`src/rtl/osd_cfg_sequencer.sv`:
```
// Frame-synchronous OSD register write sequencer with CPU pass-through arbitration.
// Optional OSD_SEQ_AUTO_NUM_EN: adds the per-frame OSD_NUM write and a live frame counter.
module osd_cfg_sequencer #(
    parameter logic [31:0] ADDR_CTRL  = 32'h00,
    parameter logic [31:0] ADDR_COORD = 32'h04,
    parameter logic [31:0] ADDR_RGB   = 32'h08,
    parameter logic [31:0] ADDR_NUM   = 32'h0C,
    parameter logic [31:0] ADDR_HRES  = 32'h10,
    parameter logic [31:0] ADDR_VRES  = 32'h14,
    parameter int unsigned NUM_WIDTH  = 16
) (
    input  logic                 aclk,
    input  logic                 aresetn,
    input  logic                 frame_start,
    input  logic [31:0]          cfg_coordinate,
    input  logic [23:0]          cfg_rgb,
    input  logic [15:0]          cfg_h_res,
    input  logic [15:0]          cfg_v_res,
    input  logic                 cfg_en,
    input  logic                 cfg_commit,
    input  logic                 cpu_wr_valid,
    input  logic [31:0]          cpu_wr_addr,
    input  logic [31:0]          cpu_wr_data,
    output logic                 cpu_wr_ready,
    output logic                 mem_wr_valid,
    output logic [31:0]          mem_wr_addr,
    output logic [31:0]          mem_wr_data,
    output logic [NUM_WIDTH-1:0] frame_cnt,
    output logic                 busy,
    output logic                 overrun
);

    typedef enum logic [2:0] {
        IDLE, W_COORD, W_RGB, W_HRES, W_VRES, W_NUM, W_CTRL
    } state_t;

`ifdef OSD_SEQ_AUTO_NUM_EN
    localparam state_t AFTER_VRES = W_NUM;
`else
    localparam state_t AFTER_VRES = W_CTRL;
`endif

    state_t state_q, state_d;

    logic [31:0]          coord_q, coord_d;
    logic [23:0]          rgb_q, rgb_d;
    logic [15:0]          hres_q, hres_d;
    logic [15:0]          vres_q, vres_d;
    logic                 pend_q, pend_d;
    logic                 ovr_q, ovr_d;
    logic                 wr_valid_q, wr_valid_d;
    logic [31:0]          wr_addr_q, wr_addr_d;
    logic [31:0]          wr_data_q, wr_data_d;
    logic [NUM_WIDTH-1:0] frame_cnt_d;

    logic in_idle, latch, cpu_accept;

    assign in_idle    = (state_q == IDLE);
    assign latch      = in_idle && frame_start && (pend_q || cfg_commit);
    assign cpu_accept = in_idle && !frame_start && cpu_wr_valid;

    assign cpu_wr_ready = in_idle && !frame_start;
    assign busy         = !in_idle;
    assign overrun      = ovr_q;
    assign mem_wr_valid = wr_valid_q;
    assign mem_wr_addr  = wr_addr_q;
    assign mem_wr_data  = wr_data_q;

`ifdef OSD_SEQ_AUTO_NUM_EN
    logic [NUM_WIDTH-1:0] frame_cnt_q;

    assign frame_cnt_d = frame_start ? frame_cnt_q + NUM_WIDTH'(1) : frame_cnt_q;
    assign frame_cnt   = frame_cnt_q;

    always_ff @(posedge aclk or negedge aresetn) begin
        if (!aresetn) frame_cnt_q <= '0;
        else          frame_cnt_q <= frame_cnt_d;
    end
`else
    assign frame_cnt_d = '0;
    assign frame_cnt   = '0;
`endif

    // FSM state register
    always_ff @(posedge aclk or negedge aresetn) begin
        if (!aresetn) state_q <= IDLE;
        else          state_q <= state_d;
    end

    // FSM next state; a frame_start outside IDLE never starts a burst
    always_comb begin
        state_d = state_q;
        case (state_q)
            IDLE:    if (frame_start) state_d = (pend_q || cfg_commit) ? W_COORD : AFTER_VRES;
            W_COORD: state_d = W_RGB;
            W_RGB:   state_d = W_HRES;
            W_HRES:  state_d = W_VRES;
            W_VRES:  state_d = AFTER_VRES;
            W_NUM:   state_d = W_CTRL;
            W_CTRL:  state_d = IDLE;
            default: state_d = IDLE;
        endcase
    end

    always_comb begin
        coord_d = latch ? cfg_coordinate : coord_q;
        rgb_d   = latch ? cfg_rgb        : rgb_q;
        hres_d  = latch ? cfg_h_res      : hres_q;
        vres_d  = latch ? cfg_v_res      : vres_q;
        pend_d  = latch ? 1'b0 : (pend_q || cfg_commit);
        // set beats clear when both happen together
        if (frame_start && !in_idle) ovr_d = 1'b1;
        else if (cfg_commit)         ovr_d = 1'b0;
        else                         ovr_d = ovr_q;
    end

    // Write port decoded from the next state so the write lands with the state it belongs to
    always_comb begin
        wr_valid_d = 1'b1;
        wr_addr_d  = '0;
        wr_data_d  = '0;
        case (state_d)
            IDLE: begin
                wr_valid_d = cpu_accept;
                if (cpu_accept) begin
                    wr_addr_d = cpu_wr_addr;
                    wr_data_d = cpu_wr_data;
                end
            end
            W_COORD: begin wr_addr_d = ADDR_COORD; wr_data_d = coord_d;             end
            W_RGB:   begin wr_addr_d = ADDR_RGB;   wr_data_d = {8'h0, rgb_d};       end
            W_HRES:  begin wr_addr_d = ADDR_HRES;  wr_data_d = {16'h0, hres_d};     end
            W_VRES:  begin wr_addr_d = ADDR_VRES;  wr_data_d = {16'h0, vres_d};     end
            W_NUM:   begin wr_addr_d = ADDR_NUM;   wr_data_d = 32'(frame_cnt_d);    end
            W_CTRL:  begin wr_addr_d = ADDR_CTRL;  wr_data_d = {31'h0, cfg_en};     end
            default: wr_valid_d = 1'b0;
        endcase
    end

    always_ff @(posedge aclk or negedge aresetn) begin
        if (!aresetn) begin
            coord_q    <= '0;
            rgb_q      <= '0;
            hres_q     <= '0;
            vres_q     <= '0;
            pend_q     <= 1'b0;
            ovr_q      <= 1'b0;
            wr_valid_q <= 1'b0;
            wr_addr_q  <= '0;
            wr_data_q  <= '0;
        end else begin
            coord_q    <= coord_d;
            rgb_q      <= rgb_d;
            hres_q     <= hres_d;
            vres_q     <= vres_d;
            pend_q     <= pend_d;
            ovr_q      <= ovr_d;
            wr_valid_q <= wr_valid_d;
            wr_addr_q  <= wr_addr_d;
            wr_data_q  <= wr_data_d;
        end
    end

endmodule

```
`config.mk`:
```
export PLATFORM = sky130hd
export DESIGN_NAME = osd_cfg_sequencer
export DESIGN_NICKNAME = d
export VERILOG_FILES = /design/src/rtl/osd_cfg_sequencer.sv
export SDC_FILE = /design/constraint.sdc
export NUM_CORES = 1
export LEC_CHECK = 0
export CORE_ASPECT_RATIO = 0.8
export CORE_MARGIN = 2
export CORE_UTILIZATION = 30
export DETAILED_ROUTE_END_ITERATION = 7
export MAX_ROUTING_LAYER = met4
export PLACE_DENSITY = 0.69
export SYNTH_ARGS = -nofsm -noshare
export SYNTH_HDL_FRONTEND = slang
export SYNTH_SLANG_ARGS = --single-unit
```
`constraint.sdc`:
```
create_clock -name aclk -period 2.4 [get_ports aclk]
set_input_delay 0.24 -clock aclk [delete_from_list [all_inputs] [get_ports aclk]]
set_output_delay 0.24 -clock aclk [all_outputs]
set_load 0.1 [all_outputs]
```
==> results.py, run 1 <==
metrics = {
    "run_status": {
        "status": "completed",
    },
    "yosys": {
        "synth_edf_count": 0,
        "synthTopCellsByCount": "dfrtp_1 (126), mux2_2 (65), and3_1 (37), nand3_1 (32)",
        "synthArstFlopShare_pct": 100,
        "synth-main-ff-cell": "dfrtp_1",
        "yosysMostFrequentCell": "dfrtp_1",
        "synth_seq_cells": 126,
        "synth_top_area_share_pct": 60.2,
        "ys_warn_count": 0,
        "yosysSeqAreaShare_pct": 60.2,
        "syn_area_um2": 5240,
        "yosysTopAreaCell": "dfrtp_1",
        "synth_area_leaders": "dfrtp_1 (60%), mux2_2 (14%), and3_1 (4.4%), nand3_1 (3.1%), buf_4 (2.7%)",
        "syn_inst": 400,
        "avgSynthCellArea_um2": 13.1,
        "ys_types": 31,
    },
    "placed_design": {
        "placed_area_um2": 7580,
        "dp_hpwl_um": 11100,
        "place_inst": 832,
        "portBuffers": 225,
        "gp_congestion": 0.781,
    },
    "worst_setup_path": {
        "r2r-end": "rgb_q[5]",
        "crit_type": "flip-flop to output port",
        "cpMostUsedCell": "buf_4",
        "rrSetupSlack_ns": 0.57,
        "crit_fanout": 26,
        "cp_slowest_stage_delay_ns": 0.41,
        "start_kind": "flip-flop",
        "crit_path_end": "cpu_wr_ready",
        "crit_path_start": "state_q[1]",
        "cp.required_ns": 2.16,
        "path_cells": "buf_4, nor4_2, buf_4, buf_12",
        "endpoint_kind": "output port",
        "arrival_ns": 1.97,
        "r2r_cells": 4,
        "slowest_stage": "dfrtp_1",
        "r2r-start": "state_q[0]",
    },
    "job": {
        "max_cap_viol_count": 0,
    },
    "power": {
        "leakage_nw": 3.78,
        "power_density_nw_per_um2": 1350,
        "peakVddDrop_mv": 0.697,
    },
    "timing": {
        "hold_viol": 0,
        "fin_crit_sh_pct": 92.3,
        "setup_violations": 0,
        "max_freq_ghz": 0.452,
        "tns_ns": 0,
        "relSlewSlack_pct": 59.2,
        "period_needed_ns": 2.21,
        "worst_pin_slew_ns": 0.609,
        "rsz0062_at_grt": "false",
        "maxSlewViolCount": 0,
        "skew_ns": 0.00908,
    },
    "grt": {
        "antenna_found_initial": 0,
        "grt_pass1_vias": 4290,
        "grt_use_total_pct": 17.2,
        "grt_max_degree": 55,
        "grt_pass1_wl_um": 23200,
        "grt_overflow": 0,
    },
    "clock_network": {
        "cts_tree": "yes",
        "path_clk_slew_ns": 0.06,
        "cts-root-buf": "clkbuf_16",
        "cts_resized": 0,
        "clk_path_buf_depth": 2,
        "cts_max_level": 4,
        "cts_sinks": 126,
        "clock_latency_ns": 0.41,
        "cts_buffers": 17,
    },
    "finish": {
        "synthToLayoutAreaGrowth_pct": 56.9,
        "design_area_um2": 8220,
        "multi_input_area_um2": 1860,
        "instances_no_fill": 865,
        "finish.net_count": 785,
        "drive_gt1_share_pct": 29.4,
        "regArea_um2": 3150,
        "diodes": 0,
        "post-route-util_pct": 47.7,
        "fillers": 1542,
    },
    "floorplanning": {
        "ios": 242,
        "fp.dieW_um": 152,
        "initial_core_util_pct": 30.4,
        "die_area_um2": 18500,
        "core.rowCount": 43,
        "core_area_um2": 17200,
        "die_h_um": 122,
    },
    "route": {
        "drt-total-wl_um": 15600,
        "dr_total_vias": 4126,
        "dr.first_iter.drc_count": 193,
        "drtAntennaViolNets": 0,
        "vias_per_cell": 4.77,
        "drc": 0,
        "wl_per_cell_um": 18.1,
        "drt_pass1_iterations": 4,
    },
    "min_path": {
        "worstHoldPathType": "input pin to async pin",
    },
}
==> flip-flops by register name, summed over array words and instances, names as in the netlist <==
signal / count
mem_wr_data: 32
mem_wr_addr: 32
pend_q: 1
overrun: 1
rgb_q: 24
state_q: 3
hres_q: 16
vres_q: 16
mem_wr_valid: 1
==> per-layer routing <==
layer / global-route usage [%] / vias to the layer above / part of all wire, %
met2: 27.7 / 210 / 49
li1: - / 1869 / -
met3: 5.69 / 10 / 10
met1: 21.0 / 2037 / 41
met5: - / - / 0
met4: 4.34 / 0 / 0.54
==> report_power, final <==
group	switching [mW]	internal [mW]
registers	0.365	2.91
logic	3.37	1.74
clock network	0.913	1.79
==> worst min-delay path by stage <==
stage	start	endpoint	slack [ns]	depth (start not counted)
final	aresetn	mem_wr_data[29]	0.33	2
after CTS	aresetn	mem_wr_data[29]	0.33	2
after global routing	aresetn	mem_wr_data[29]	0.37	2
after floorplan	aresetn	hres_q[0]	-0.06	0
after detailed placement	aresetn	mem_wr_data[29]	0.20	1
after global placement	aresetn	mem_wr_data[26]	0.20	1
==> timing repair <==
action                                 in CTS  in global routing
buffers inserted                            0                  0
endpoints found under the hold margin      48                  0
hold buffers                                1                  0
==> cell type report <==
| type | count | area share (%) |
|---|---|---|
| clock buffer | 21 | 5.60 |
| clock inverter | 11 | 1.99 |
| inverter | 1 | 0.0457 |
| multi-input combinational | 236 | 22.6 |
| sequential | 126 | 38.4 |
| tap | 225 | 3.43 |
| timing repair buffer | 245 | 28.0 |
==> kinds of logic after synthesis <==
family / after synthesis / share of synthesized area [%]
AOI/OAI and AO/OA: 56 / 8.43
buffers and inverters: 53 / 5.59
DFF: 126 / 60.2
muxes: 72 / 15.5
other: 1 / 0.0716
and+or+nand+nor: 92 / 10.2
==> critical path, delay by kind of cell, from the launching register on <==
family	cells	cell delay (ns)
buffers and inverters	3	0.75
flip-flops	1	0.41
AND/OR/NAND/NOR	1	0.40
==> placed cells by master (no fill, tap or decap), types with 3 or more instances in the layout <==
cell / n
a221o_1: 9
a22o_1: 8
a22oi_1: 16
and3_1: 37
buf_12: 5
buf_4: 82
bufinv_16: 4
clkbuf_16: 17
clkdlybuf4s50_1: 156
clkinv_2: 4
conb_1: 16
dfrtp_1: 126
mux2_1: 7
mux2_2: 65
nand2_1: 5
nand3_1: 32
nor2_1: 5
nor2b_1: 4
o211ai_1: 15
o21ai_0: 3
==> through the flow <==
stage | setup slack [ns] | total power [mW] | hold slack, ns
floorplan | 0.455 | 7.02 | -0.0556
global placement | 0.347 | 8.33 | 0.200
detailed placement | 0.256 | 8.45 | 0.204
CTS | 0.159 | 11.2 | 0.328
global route | 0.108 | 11.6 | 0.367
finish | 0.185 | 11.1 | 0.331
No activity file was read; power rests on OpenSTA's default activity.
==> run 2, diff against run 1 <==
--- a/config.mk
+++ b/config.mk
@@ -5,9 +5,12 @@
 export SDC_FILE = /design/constraint.sdc
 export NUM_CORES = 1
 export LEC_CHECK = 0
+export CAP_MARGIN = 20
 export CORE_ASPECT_RATIO = 0.8
 export CORE_MARGIN = 2
 export CORE_UTILIZATION = 30
+export CTS_CLUSTER_DIAMETER = 50
+export CTS_CLUSTER_SIZE = 10
 export DETAILED_ROUTE_END_ITERATION = 7
 export MAX_ROUTING_LAYER = met4
 export PLACE_DENSITY = 0.69
==> results of run 2 <==
Same layout as run 1: the final DEF is identical, and so are final timing and power.
==> run 3, diff against run 2 <==
--- a/config.mk
+++ b/config.mk
@@ -6,14 +6,14 @@
 export NUM_CORES = 1
 export LEC_CHECK = 0
 export CAP_MARGIN = 20
-export CORE_ASPECT_RATIO = 0.8
+export CORE_ASPECT_RATIO = 1.5
 export CORE_MARGIN = 2
-export CORE_UTILIZATION = 30
+export CORE_UTILIZATION = 41
 export CTS_CLUSTER_DIAMETER = 50
 export CTS_CLUSTER_SIZE = 10
 export DETAILED_ROUTE_END_ITERATION = 7
 export MAX_ROUTING_LAYER = met4
-export PLACE_DENSITY = 0.69
+export PLACE_DENSITY = 0.88
 export SYNTH_ARGS = -nofsm -noshare
 export SYNTH_HDL_FRONTEND = slang
 export SYNTH_SLANG_ARGS = --single-unit
==> run 3 against run 2 <==
Critical endpoint unchanged. Largest cell class unchanged. Critical path depth unchanged. Clock power about the same. Die area down 26%.
==> results.py, run 3 (synthesized netlist as in run 1, its figures left out) <==
metrics = {
    "placed_design": {
        "place_inst": 763,
        "preCtsSetupSlack_ns": 0.216,
        "dp_hpwl_um": 11300,
        "gp_congestion": 0.782,
        "placed_area_um2": 7480,
        "portBuffers": 225,
    },
    "clock_network": {
        "cts_resized": 0,
        "cts_buffers": 17,
        "hold_buffers": 1,
        "cts-root-buf": "clkbuf_16",
        "cts_tree": "yes",
        "path_clk_slew_ns": 0.06,
        "cts_sinks": 126,
        "clk_path_buf_depth": 2,
        "clock_latency_ns": 0.41,
        "cts_max_level": 4,
        "post_cts_buffers": 0,
    },
    "grt": {
        "gr-max-usage-layer": "met2",
        "grtUsageMet1_pct": 25.6,
        "grt_use_total_pct": 23.6,
        "globalRouteMet2Util_pct": 41.0,
        "grt_max_degree": 73,
        "antenna_found_initial": 0,
        "grt_overflow": 0,
        "grt_use_met3_pct": 4.50,
        "grt_pass1_vias": 4597,
        "grt_pass1_wl_um": 23200,
    },
    "worst_setup_path": {
        "r2r-end": "rgb_q[4]",
        "rrSetupSlack_ns": 0.52,
        "r2r-start": "state_q[0]",
        "cp.depth": 4,
        "path_cells": "buf_4, nor4_2, buf_4, buf_12",
        "slowest_stage": "dfrtp_1",
        "cp_slowest_stage_delay_ns": 0.47,
        "crit_path_end": "cpu_wr_ready",
        "path_buf_inv": 3,
        "cp.required_ns": 2.16,
        "endpoint_kind": "output port",
        "crit_path_start": "state_q[0]",
        "cpMostUsedCell": "buf_4",
        "crit_fanout": 13,
        "start_kind": "flip-flop",
        "critPathTopFamily": "buffers and inverters",
        "crit_type": "flip-flop to output port",
        "r2r_cells": 4,
        "arrival_ns": 1.99,
    },
    "timing": {
        "rsz0062_at_grt": "false",
        "skew_ns": 0.00805,
        "relSlewSlack_pct": 54.8,
        "fin_ws_ns": 0.175,
        "setup_violations": 0,
        "worst_pin_slew_ns": 0.675,
        "maxSlewViolCount": 0,
        "tns_ns": 0,
        "period_needed_ns": 2.23,
        "max_freq_ghz": 0.449,
        "fin_crit_sh_pct": 92.7,
        "hold_viol": 0,
    },
    "floorplanning": {
        "core.rowCount": 50,
        "die_h_um": 142,
        "core_area_um2": 12400,
        "initial_core_util_pct": 42.1,
        "ios": 242,
        "die_area_um2": 13700,
        "fp.dieW_um": 96.3,
    },
    "finish": {
        "fillers": 927,
        "design_area_um2": 8120,
        "diodes": 0,
        "instances_no_fill": 796,
        "final_cell_mix": "clkdlybuf4s50_1 (156), dfrtp_1 (126), buf_4 (84)",
        "synthToLayoutAreaGrowth_pct": 55.1,
        "drive_gt1_share_pct": 29.7,
        "layout_commonest_cell": "clkdlybuf4s50_1",
        "finish.net_count": 785,
    },
    "route": {
        "wl_per_cell_um": 19.6,
        "vias_per_cell": 5.20,
        "drt_pass1_iterations": 4,
        "drc": 0,
        "drt-total-wl_um": 15600,
        "drtAntennaViolNets": 0,
        "dr.first_iter.drc_count": 110,
        "dr_total_vias": 4141,
    },
    "power": {
        "leakage_nw": 3.77,
        "peakVddDrop_mv": 0.720,
        "power_density_nw_per_um2": 1370,
    },
    "job": {
        "max_cap_viol_count": 0,
    },
    "run_status": {
        "status": "completed",
    },
    "min_path": {
        "worstHoldPathType": "input pin to async pin",
    },
}
## run 3: worst min path at each step
| stage | start | to | depth (start not counted) |
|---|---|---|---|
| after floorplan | aresetn | hres_q[0] | 0 |
| after global placement | aresetn | mem_wr_data[20] | 1 |
| after detailed placement | aresetn | mem_wr_data[18] | 1 |
| after CTS | aresetn | mem_wr_data[18] | 2 |
| after global routing | aresetn | rgb_q[18] | 2 |
| final | aresetn | rgb_q[18] | 2 |
## run 3: area by class of cell
cell class,count,area [µm²],share of cell area (%)
Clock buffer,19,443,5.45
Clock inverter,13,188,2.31
Inverter,1,3.75,0.0462
Multi-Input combinational cell,236,1860,22.9
Sequential cell,126,3150,38.8
Tap cell,156,195,2.40
Timing Repair Buffer,245,2280,28.1
## run 3: power by group
part / total, mW / switching, mW / internal, mW
clock network: 2.73 / 0.964 / 1.77
logic: 5.09 / 3.36 / 1.74
registers: 3.30 / 0.387 / 2.91
## run 3: metrics by stage
step | total power, mW | hold WS (ns) | utilization, %
3_3_place_gp | 8.28 | 0.132 | 60.1
5_1_grt | 11.6 | 0.265 | 65.2
3_5_place_dp | 8.43 | 0.140 | 60.1
2_1_floorplan | 7.02 | -0.0556 | -
4_1_cts | 11.2 | 0.245 | 65.2
6_report | 11.1 | 0.255 | 65.2
## run 3: layer usage
metal | wire length, µm | part of all wire (%) | vias up
li1 | - | - | 1877
met1 | 5740 | 37 | 2032
met2 | 8420 | 54 | 204
met3 | 1070 | 6.9 | 28
met4 | 352 | 2.3 | 0
met5 | 0 | 0 | -
## run 3: worst register-to-register path, cell delays in order (launching register included)
cell and delay, ns:
dfrtp_1 0.47, nor4b_4 0.37, and2_2 0.24, buf_4 0.29, mux2_2 0.39
